===== src/rtl/pipeline_pkg.sv =====
// Shared constants for the pipeline stall controller: state encoding and the
// opcode patterns the controller decodes from the fetched instruction word.
package pipeline_pkg;

    localparam logic [1:0] ST_RUN_ENC  = 2'd0;
    localparam logic [1:0] ST_WAIT_ENC = 2'd1;
    localparam logic [1:0] ST_HALT_ENC = 2'd2;
    localparam logic [1:0] ST_REL_ENC  = 2'd3;

    typedef enum logic [1:0] {
        ST_RUN  = ST_RUN_ENC,
        ST_WAIT = ST_WAIT_ENC,
        ST_HALT = ST_HALT_ENC,
        ST_REL  = ST_REL_ENC
    } state_e;

    localparam logic [4:0] OP_LOAD    = 5'b10100;
    localparam logic [4:0] OP_HALT    = 5'b10001;
    localparam logic [2:0] JMP_PREFIX = 3'b111;

endpackage


===== src/rtl/hazard_stall_ctrl_if.sv =====
// Signal bundle between program memory / IF-ID register and the stall controller.
interface hazard_stall_ctrl_if
    import pipeline_pkg::*;
#(
    parameter int IW  = 20,
    parameter int PCW = 16
);
    // No valid/ready here: every signal is meaningful on every cycle; the
    // controller samples its inputs and the consumer samples its outputs at
    // each rising clk edge.
    logic [IW-1:0]  ins_pm;
    logic           ext_stall;
    logic           resume;
    logic           stall;
    logic           stall_pm;
    logic           flush;
    logic           halted;
    logic [PCW-1:0] stall_cycles;
    state_e         dbg_state;

    modport master (
        output ins_pm, ext_stall, resume,
        input  stall, stall_pm, flush, halted, stall_cycles, dbg_state
    );

    modport slave (
        input  ins_pm, ext_stall, resume,
        output stall, stall_pm, flush, halted, stall_cycles, dbg_state
    );

endinterface


===== src/rtl/stall_perf_counter.sv =====
// Saturating event counter with synchronous clear; counts stall cycles.
module stall_perf_counter #(
    parameter int W = 16
) (
    input  logic         clk,
    input  logic         clr_i,
    input  logic         inc_i,
    output logic [W-1:0] count_o
);

    logic [W-1:0] count_q;
    logic [W-1:0] count_d;

    always_comb begin
        count_d = count_q;
        if (inc_i && (count_q != {W{1'b1}})) begin
            count_d = count_q + 1'b1;
        end
    end

    always_ff @(posedge clk) begin
        if (clr_i) begin
            count_q <= '0;
        end else begin
            count_q <= count_d;
        end
    end

    assign count_o = count_q;

endmodule


===== src/rtl/hazard_stall_ctrl.sv =====
// Pipeline stall controller: decodes halt/jump/load from the fetched word and
// produces PC-hold stall, its registered copy, and jump bubble flush.
module hazard_stall_ctrl
    import pipeline_pkg::*;
#(
    parameter int             IW         = 20,
    parameter int             OPW        = 5,
    parameter logic [OPW-1:0] OP_LOAD    = pipeline_pkg::OP_LOAD,
    parameter logic [OPW-1:0] OP_HALT    = pipeline_pkg::OP_HALT,
    parameter int             JPW        = 3,
    parameter logic [JPW-1:0] JMP_PREFIX = pipeline_pkg::JMP_PREFIX,
    parameter int             LD_STALL   = 1,
    parameter int             JMP_STALL  = 2,
    parameter int             PCW        = 16
) (
    input logic               clk,
    input logic               reset,
    hazard_stall_ctrl_if.slave bus
);

    localparam int NMAX = (LD_STALL > JMP_STALL) ? LD_STALL : JMP_STALL;
    localparam int CW   = $clog2(NMAX + 1);
    localparam logic [CW-1:0] LD_RELOAD  = CW'(LD_STALL - 1);
    localparam logic [CW-1:0] JMP_RELOAD = CW'(JMP_STALL - 1);

    state_e        state_q, state_d;
    logic [CW-1:0] cnt_q, cnt_d;
    logic          is_jmp_q, is_jmp_d;
    logic          stall_pm_q;
    logic          halted_q;
    logic          stall_c;
    logic          flush_c;

    logic [OPW-1:0] opcode;
    logic [JPW-1:0] jprefix;
    logic           dec_halt;
    logic           dec_jmp;
    logic           dec_load;
    logic           unused_ins_low;

    assign opcode   = bus.ins_pm[IW-1 -: OPW];
    assign jprefix  = bus.ins_pm[IW-1 -: JPW];
    assign dec_halt = (opcode == OP_HALT);
    assign dec_jmp  = (jprefix == JMP_PREFIX);
    assign dec_load = (opcode == OP_LOAD);
    assign unused_ins_low = ^bus.ins_pm[IW-OPW-1:0];

    always_comb begin
        state_d  = state_q;
        cnt_d    = cnt_q;
        is_jmp_d = is_jmp_q;
        stall_c  = 1'b0;
        flush_c  = 1'b0;
        if (reset) begin
            stall_c = 1'b0;
        end else if (bus.ext_stall) begin
            // Freeze: everything holds, no decode, bubble suppressed.
            stall_c = 1'b1;
        end else begin
            unique case (state_q)
                ST_RUN: begin
                    if (dec_halt) begin
                        stall_c = 1'b1;
                        state_d = ST_HALT;
                    end else if (dec_jmp || dec_load) begin
                        stall_c  = 1'b1;
                        flush_c  = dec_jmp;
                        is_jmp_d = dec_jmp;
                        if (dec_jmp ? (JMP_STALL == 1) : (LD_STALL == 1)) begin
                            state_d = ST_REL;
                        end else begin
                            state_d = ST_WAIT;
                            cnt_d   = dec_jmp ? JMP_RELOAD : LD_RELOAD;
                        end
                    end
                end
                ST_WAIT: begin
                    stall_c = 1'b1;
                    flush_c = is_jmp_q;
                    if (cnt_q == CW'(1)) begin
                        state_d = ST_REL;
                    end else begin
                        cnt_d = cnt_q - 1'b1;
                    end
                end
                ST_HALT: begin
                    stall_c = 1'b1;
                    if (bus.resume) begin
                        state_d = ST_REL;
                    end
                end
                // ins_pm still shows the held instruction here, so skip decode.
                ST_REL: begin
                    state_d = ST_RUN;
                end
                default: begin
                    state_d = ST_RUN;
                end
            endcase
        end
    end

    always_ff @(posedge clk) begin
        if (reset) begin
            state_q    <= ST_RUN;
            cnt_q      <= '0;
            is_jmp_q   <= 1'b0;
            stall_pm_q <= 1'b0;
            halted_q   <= 1'b0;
        end else begin
            state_q    <= state_d;
            cnt_q      <= cnt_d;
            is_jmp_q   <= is_jmp_d;
            stall_pm_q <= stall_c;
            halted_q   <= (state_d == ST_HALT);
        end
    end

    stall_perf_counter #(
        .W (PCW)
    ) u_perf (
        .clk     (clk),
        .clr_i   (reset),
        .inc_i   (stall_c),
        .count_o (bus.stall_cycles)
    );

    assign bus.stall     = stall_c;
    assign bus.flush     = flush_c;
    assign bus.stall_pm  = stall_pm_q;
    assign bus.halted    = halted_q;
    assign bus.dbg_state = state_q;

endmodule


===== src/flat_wrapper.sv =====
// flat-port wrapper written by rule: the top's interface ports become plain ports
module hazard_stall_ctrl_flat import pipeline_pkg::*;
#(
    parameter int             IW         = 20,
    parameter int             OPW        = 5,
    parameter logic [OPW-1:0] OP_LOAD    = pipeline_pkg::OP_LOAD,
    parameter logic [OPW-1:0] OP_HALT    = pipeline_pkg::OP_HALT,
    parameter int             JPW        = 3,
    parameter logic [JPW-1:0] JMP_PREFIX = pipeline_pkg::JMP_PREFIX,
    parameter int             LD_STALL   = 1,
    parameter int             JMP_STALL  = 2,
    parameter int             PCW        = 16
)
  (clk, reset, bus_ins_pm, bus_ext_stall, bus_resume, bus_stall, bus_stall_pm, bus_flush, bus_halted, bus_stall_cycles, bus_dbg_state);
  hazard_stall_ctrl_if #(.IW(IW), .PCW(PCW)) bus_i ();
  input logic clk;
  input logic reset;
  input wire logic [$bits(bus_i.ins_pm)-1:0] bus_ins_pm;
  input wire logic [$bits(bus_i.ext_stall)-1:0] bus_ext_stall;
  input wire logic [$bits(bus_i.resume)-1:0] bus_resume;
  output wire logic [$bits(bus_i.stall)-1:0] bus_stall;
  output wire logic [$bits(bus_i.stall_pm)-1:0] bus_stall_pm;
  output wire logic [$bits(bus_i.flush)-1:0] bus_flush;
  output wire logic [$bits(bus_i.halted)-1:0] bus_halted;
  output wire logic [$bits(bus_i.stall_cycles)-1:0] bus_stall_cycles;
  output wire logic [$bits(bus_i.dbg_state)-1:0] bus_dbg_state;
  assign bus_i.ins_pm = bus_ins_pm;
  assign bus_i.ext_stall = bus_ext_stall;
  assign bus_i.resume = bus_resume;
  assign bus_stall = bus_i.stall;
  assign bus_stall_pm = bus_i.stall_pm;
  assign bus_flush = bus_i.flush;
  assign bus_halted = bus_i.halted;
  assign bus_stall_cycles = bus_i.stall_cycles;
  assign bus_dbg_state = bus_i.dbg_state;
  hazard_stall_ctrl #(.IW(IW), .OPW(OPW), .OP_LOAD(OP_LOAD), .OP_HALT(OP_HALT), .JPW(JPW), .JMP_PREFIX(JMP_PREFIX), .LD_STALL(LD_STALL), .JMP_STALL(JMP_STALL), .PCW(PCW)) u_core (.clk(clk), .reset(reset), .bus(bus_i));
endmodule

===== config.mk =====
export PLATFORM = sky130hd
export DESIGN_NAME = hazard_stall_ctrl_flat
export DESIGN_NICKNAME = d
export VERILOG_FILES = /design/src/rtl/pipeline_pkg.sv /design/src/rtl/hazard_stall_ctrl_if.sv /design/src/rtl/stall_perf_counter.sv /design/src/rtl/hazard_stall_ctrl.sv /design/src/flat_wrapper.sv
export SDC_FILE = /design/constraint.sdc
export NUM_CORES = 1
export LEC_CHECK = 0
export CAP_MARGIN = 20
export CORE_MARGIN = 2
export CORE_UTILIZATION = 45
export CTS_CLUSTER_DIAMETER = 150
export DETAILED_ROUTE_END_ITERATION = 10
export PLACE_DENSITY = 0.91
export SLEW_MARGIN = 25
export SYNTH_ARGS = -nofsm -noshare
export SYNTH_HDL_FRONTEND = slang
export SYNTH_SLANG_ARGS = --single-unit

===== constraint.sdc =====
create_clock -name clk -period 2.5 [get_ports clk]
set_input_delay 0.375 -clock clk [delete_from_list [all_inputs] [get_ports clk]]
set_output_delay 0.375 -clock clk [all_outputs]
set_load 0.02 [all_outputs]

==> results by group <==
Timing
  – Crit share post-route: 91.5%
  – TNS Setup: 0 ns
  – Slew HR: 77.1%
  – Final setup violation count: 0
  – Worst-margin pin slew: 0.340 ns
  – Slew Limit Fails: 0
  – Max Clk Rate: 437 MHz
  – Worst Skew: 0.00294 ns
  – Final WS setup: 0.211 ns
  – Final Hold Viols: 0
  – Fin crit period: 2.29 ns
  – RSZ-0062 raised after global routing: no

Job
  – Maxcap violations: 0

Power and ir drop
  – VDD IR max: 0.000348 V
  – Pwr Total: 712 uW
  – Leakage: 0.627 nW
  – Total power per unit cell area: 411 nW/um^2

Routing
  – DR pass1 iterations: 4
  – Met3 Wirelength: 136 um
  – Routed vias/inst: 5.90
  – WL met2: 1.33 mm
  – Met1 Wirelength: 1.43 mm
  – Routed Wire Length: 2.96 mm
  – DR top layer: met4
  – DRT iter0 DRCs: 21
  – Vias post-DR: 1,363
  – DRT antenna net count: 0
  – DR WL/cell: 12.8 um
  – # DRC: 0

Clocking
  – Clock Sinks: 23
  – Post-CTS Setup Repair Bufs: 0
  – Clk root buf: clkbuf_4
  – H-tree Lvls: 1
  – CTS Hold Bufs: 0
  – CTS tree: built
  – CTS Buffer Depth: 2
  – Worst skew pair latency: 0.32 ns
  – Cts bufs inserted: 3
  – Clock-pin slew on the worst setup and hold paths: 0.13 ns

Die
  – I/O Pins: 46
  – Core ar.: 2780 sq um
  – Site Rows: 19
  – Die area: 3420 sq um
  – Die width: 58.5 um
  – Die height: 58.5 um
  – Initial core utilization: 48.0%

Worst setup path
  – Worst reg2reg path startpoint: u_core.bus.dbg_state[1]$_SDFF_PP0_
  – Worst Path Required: 2.12 ns
  – Reg2reg path depth: 9
  – RR Endpoint: u_core.u_perf.count_o[0]$_SDFFE_PP0P_
  – Slowest CP cell: clkdlybuf4s50_1
  – Critical-path cell list: clkdlybuf4s50_1 -> o21bai_1 -> a2111o_1 -> o21ai_2 -> nor2_1 -> dlygate4sd2_1
  – Worst Setup SP: bus_ins_pm[18]
  – Max Fanout on Critical Path: 3
  – Critical path arrival: 1.91 ns
  – Critical Path Source Type: primary input
  – Internal reg-to-reg setup slack: 0.36 ns
  – CP Class: primary input to output port
  – Crit. End Element: output port
  – CP max stage delay: 0.45 ns
  – Crit path capture: bus_stall

Finish
  – Filler cell count: 238
  – Nets@finish: 231
  – Final Non-Filler Cells: 231
  – Ant. Diodes: 0
  – Area used by multi-input combinational logic: 808 sq um
  – Storage element area: 460 sq um
  – Area growth, synth to finish: 29.9%
  – Post-route cell area: 1730 sq um
  – Layout cells sized above 1: 11.5%

Placement
  – Cells after DPL: 227
  – HPWL Detailed: 2.26 mm
  – GP Congestion: 0.822
  – Area after DPL: 1710 sq um
  – Worst slack, placed: -0.000954 ns
  – IO Port Bufs: 30

Global route
  – Total gr overflow: 0
  – Initial antenna violation count: 0
  – GRT Overall Usage: 19.2%
  – Vias in the first global route: 1,196
  – Largest net degree at the start of global routing: 22
  – First-pass GRT wire length: 5.17 mm

Min path
  – HP Class: flop to flop
  – HP Start: u_core.is_jmp_q$_SDFFE_PP0P_

Synthesis
  – Synth Warn #: 0
  – Share of Yosys cell area claimed by the top area cell type: 34.5%
  – Sequential area share after synthesis: 34.5%
  – Synth area leaders: dfxtp_1 (34%), a21oi_1 (5.6%), ha_1 (5.6%), or3_1 (4.7%), o21ai_0 (4.5%)
  – Mapped Avg Cell Area: 8.09 sq um
  – Synth Net Count: 195
  – Seq cells post-synth: 23
  – Area leader, netlist: dfxtp_1
  – Post-Syn Instances: 165
  – Yosys cell types: 39
  – Post-Syn Area: 1340 sq um

Outcome
  – Status: finished, final reports clean
cell type report:
type | count | area share [%]
Clock buffer | 3 | 1.30
Clock inverter | 1 | 0.289
Inverter | 5 | 1.08
Multi-Input combinational cell | 127 | 46.6
Sequential cell | 23 | 26.6
Tap cell | 31 | 2.24
Timing Repair Buffer | 41 | 21.9
placed cells by master, fill, tap and decap left out, types with 2 or more instances in the layout:
master and n:
or3_1 10, o31ai_1 2, o21ai_0 12, dfxtp_1 23
nor2b_1 3, ha_1 5, clkbuf_4 3, o21bai_1 3
and4_1 3, and3_1 3, nor2_1 11, nand4_1 7
o41ai_1 2, a31oi_1 2, mux2_2 3, buf_4 11
mux2i_1 2, dlygate4sd2_1 2, clkdlybuf4s50_1 28, and2_1 2
a21oi_1 15, inv_1 5, nor3_1 3, nand3_1 7
nand2_1 16
cells by family after synthesis:
group	Yosys count	synth area share [%]
xor+xnor	1	0.656
compound gates	43	20.2
mux	5	4.03
flops	23	34.5
buf+inv	15	5.15
fa+ha+maj	6	5.62
simple gates	72	29.9
where the power goes:
part,total (mW),switching [mW],internal (mW)
Sequential,0.389,0.0121,0.377
Clock,0.181,0.121,0.0601
Combinational,0.143,0.0762,0.0663
flip-flops by register name (all words and copies together) (netlist names):
signal and flops:
u_core.u_perf.count_o 16, u_core.bus.dbg_state 2, u_core.bus.stall_pm 1, u_core.is_jmp_q 1
u_core.bus.halted 1, u_core.cnt_q 2
worst min path at each step:
stage	endpoint	slack, ns	cells after the start
finish	u_core.is_jmp_q$_SDFFE_PP0P_	0.50	2
global route	u_core.is_jmp_q$_SDFFE_PP0P_	0.55	2
CTS	u_core.is_jmp_q$_SDFFE_PP0P_	0.49	2
detailed placement	u_core.is_jmp_q$_SDFFE_PP0P_	0.46	2
global placement	u_core.is_jmp_q$_SDFFE_PP0P_	0.46	2
floorplan	u_core.is_jmp_q$_SDFFE_PP0P_	0.44	2
repair_timing:
action	CTS	global route
hold endpoints to repair	0	0
gates resized for setup	3	0
endpoints found under the setup margin	2	0
worst max-delay path, delay by kind of cell:
kind / cells / cell delay [ns]
buf+inv: 2 / 0.77
compound gates: 3 / 0.70
simple gates: 1 / 0.07
synthesized netlist by cell type:
cell / n
buf_2: 4
o221a_2: 1
clkbuf_1: 5
nand2_1: 16
a2111o_1: 1
nor4b_1: 1
or3b_1: 1
mux2_2: 3
and4_1: 3
o21ai_0: 12
o21ai_2: 1
nor4_1: 1
nand4_2: 1
a21oi_1: 15
o31ai_1: 2
nor2_1: 11
a221o_1: 1
and3_1: 3
o311a_1: 1
a31oi_1: 2
xnor2_1: 1
and2_1: 2
a211oi_1: 1
or3_1: 10
inv_1: 5
o21bai_1: 3
nand2b_1: 1
nor3_1: 3
o41ai_1: 2
a22oi_1: 1
mux2i_1: 2
nand4_1: 7
nor2b_1: 3
nor4b_2: 1
or4_1: 1
ha_1: 6
buf_6: 1
dfxtp_1: 23
nand3_1: 7
per-layer routing:
metal	vias to the layer above	global-route usage, %
li1	681	-
met1	636	27.1
met2	41	30.2
met3	5	0.659
met4	0	8.97
met5	-	0
per-stage QoR:
| stage | hold WS, ns | utilization (%) |
|---|---|---|
| 4_1_cts | 0.490 | 62.3 |
| 5_1_grt | 0.546 | 62.3 |
| 2_1_floorplan | 0.438 | - |
| 3_3_place_gp | 0.461 | 61.4 |
| 3_5_place_dp | 0.462 | 61.4 |
| 6_report | 0.498 | 62.3 |
(Power assumes the default switching activity.)
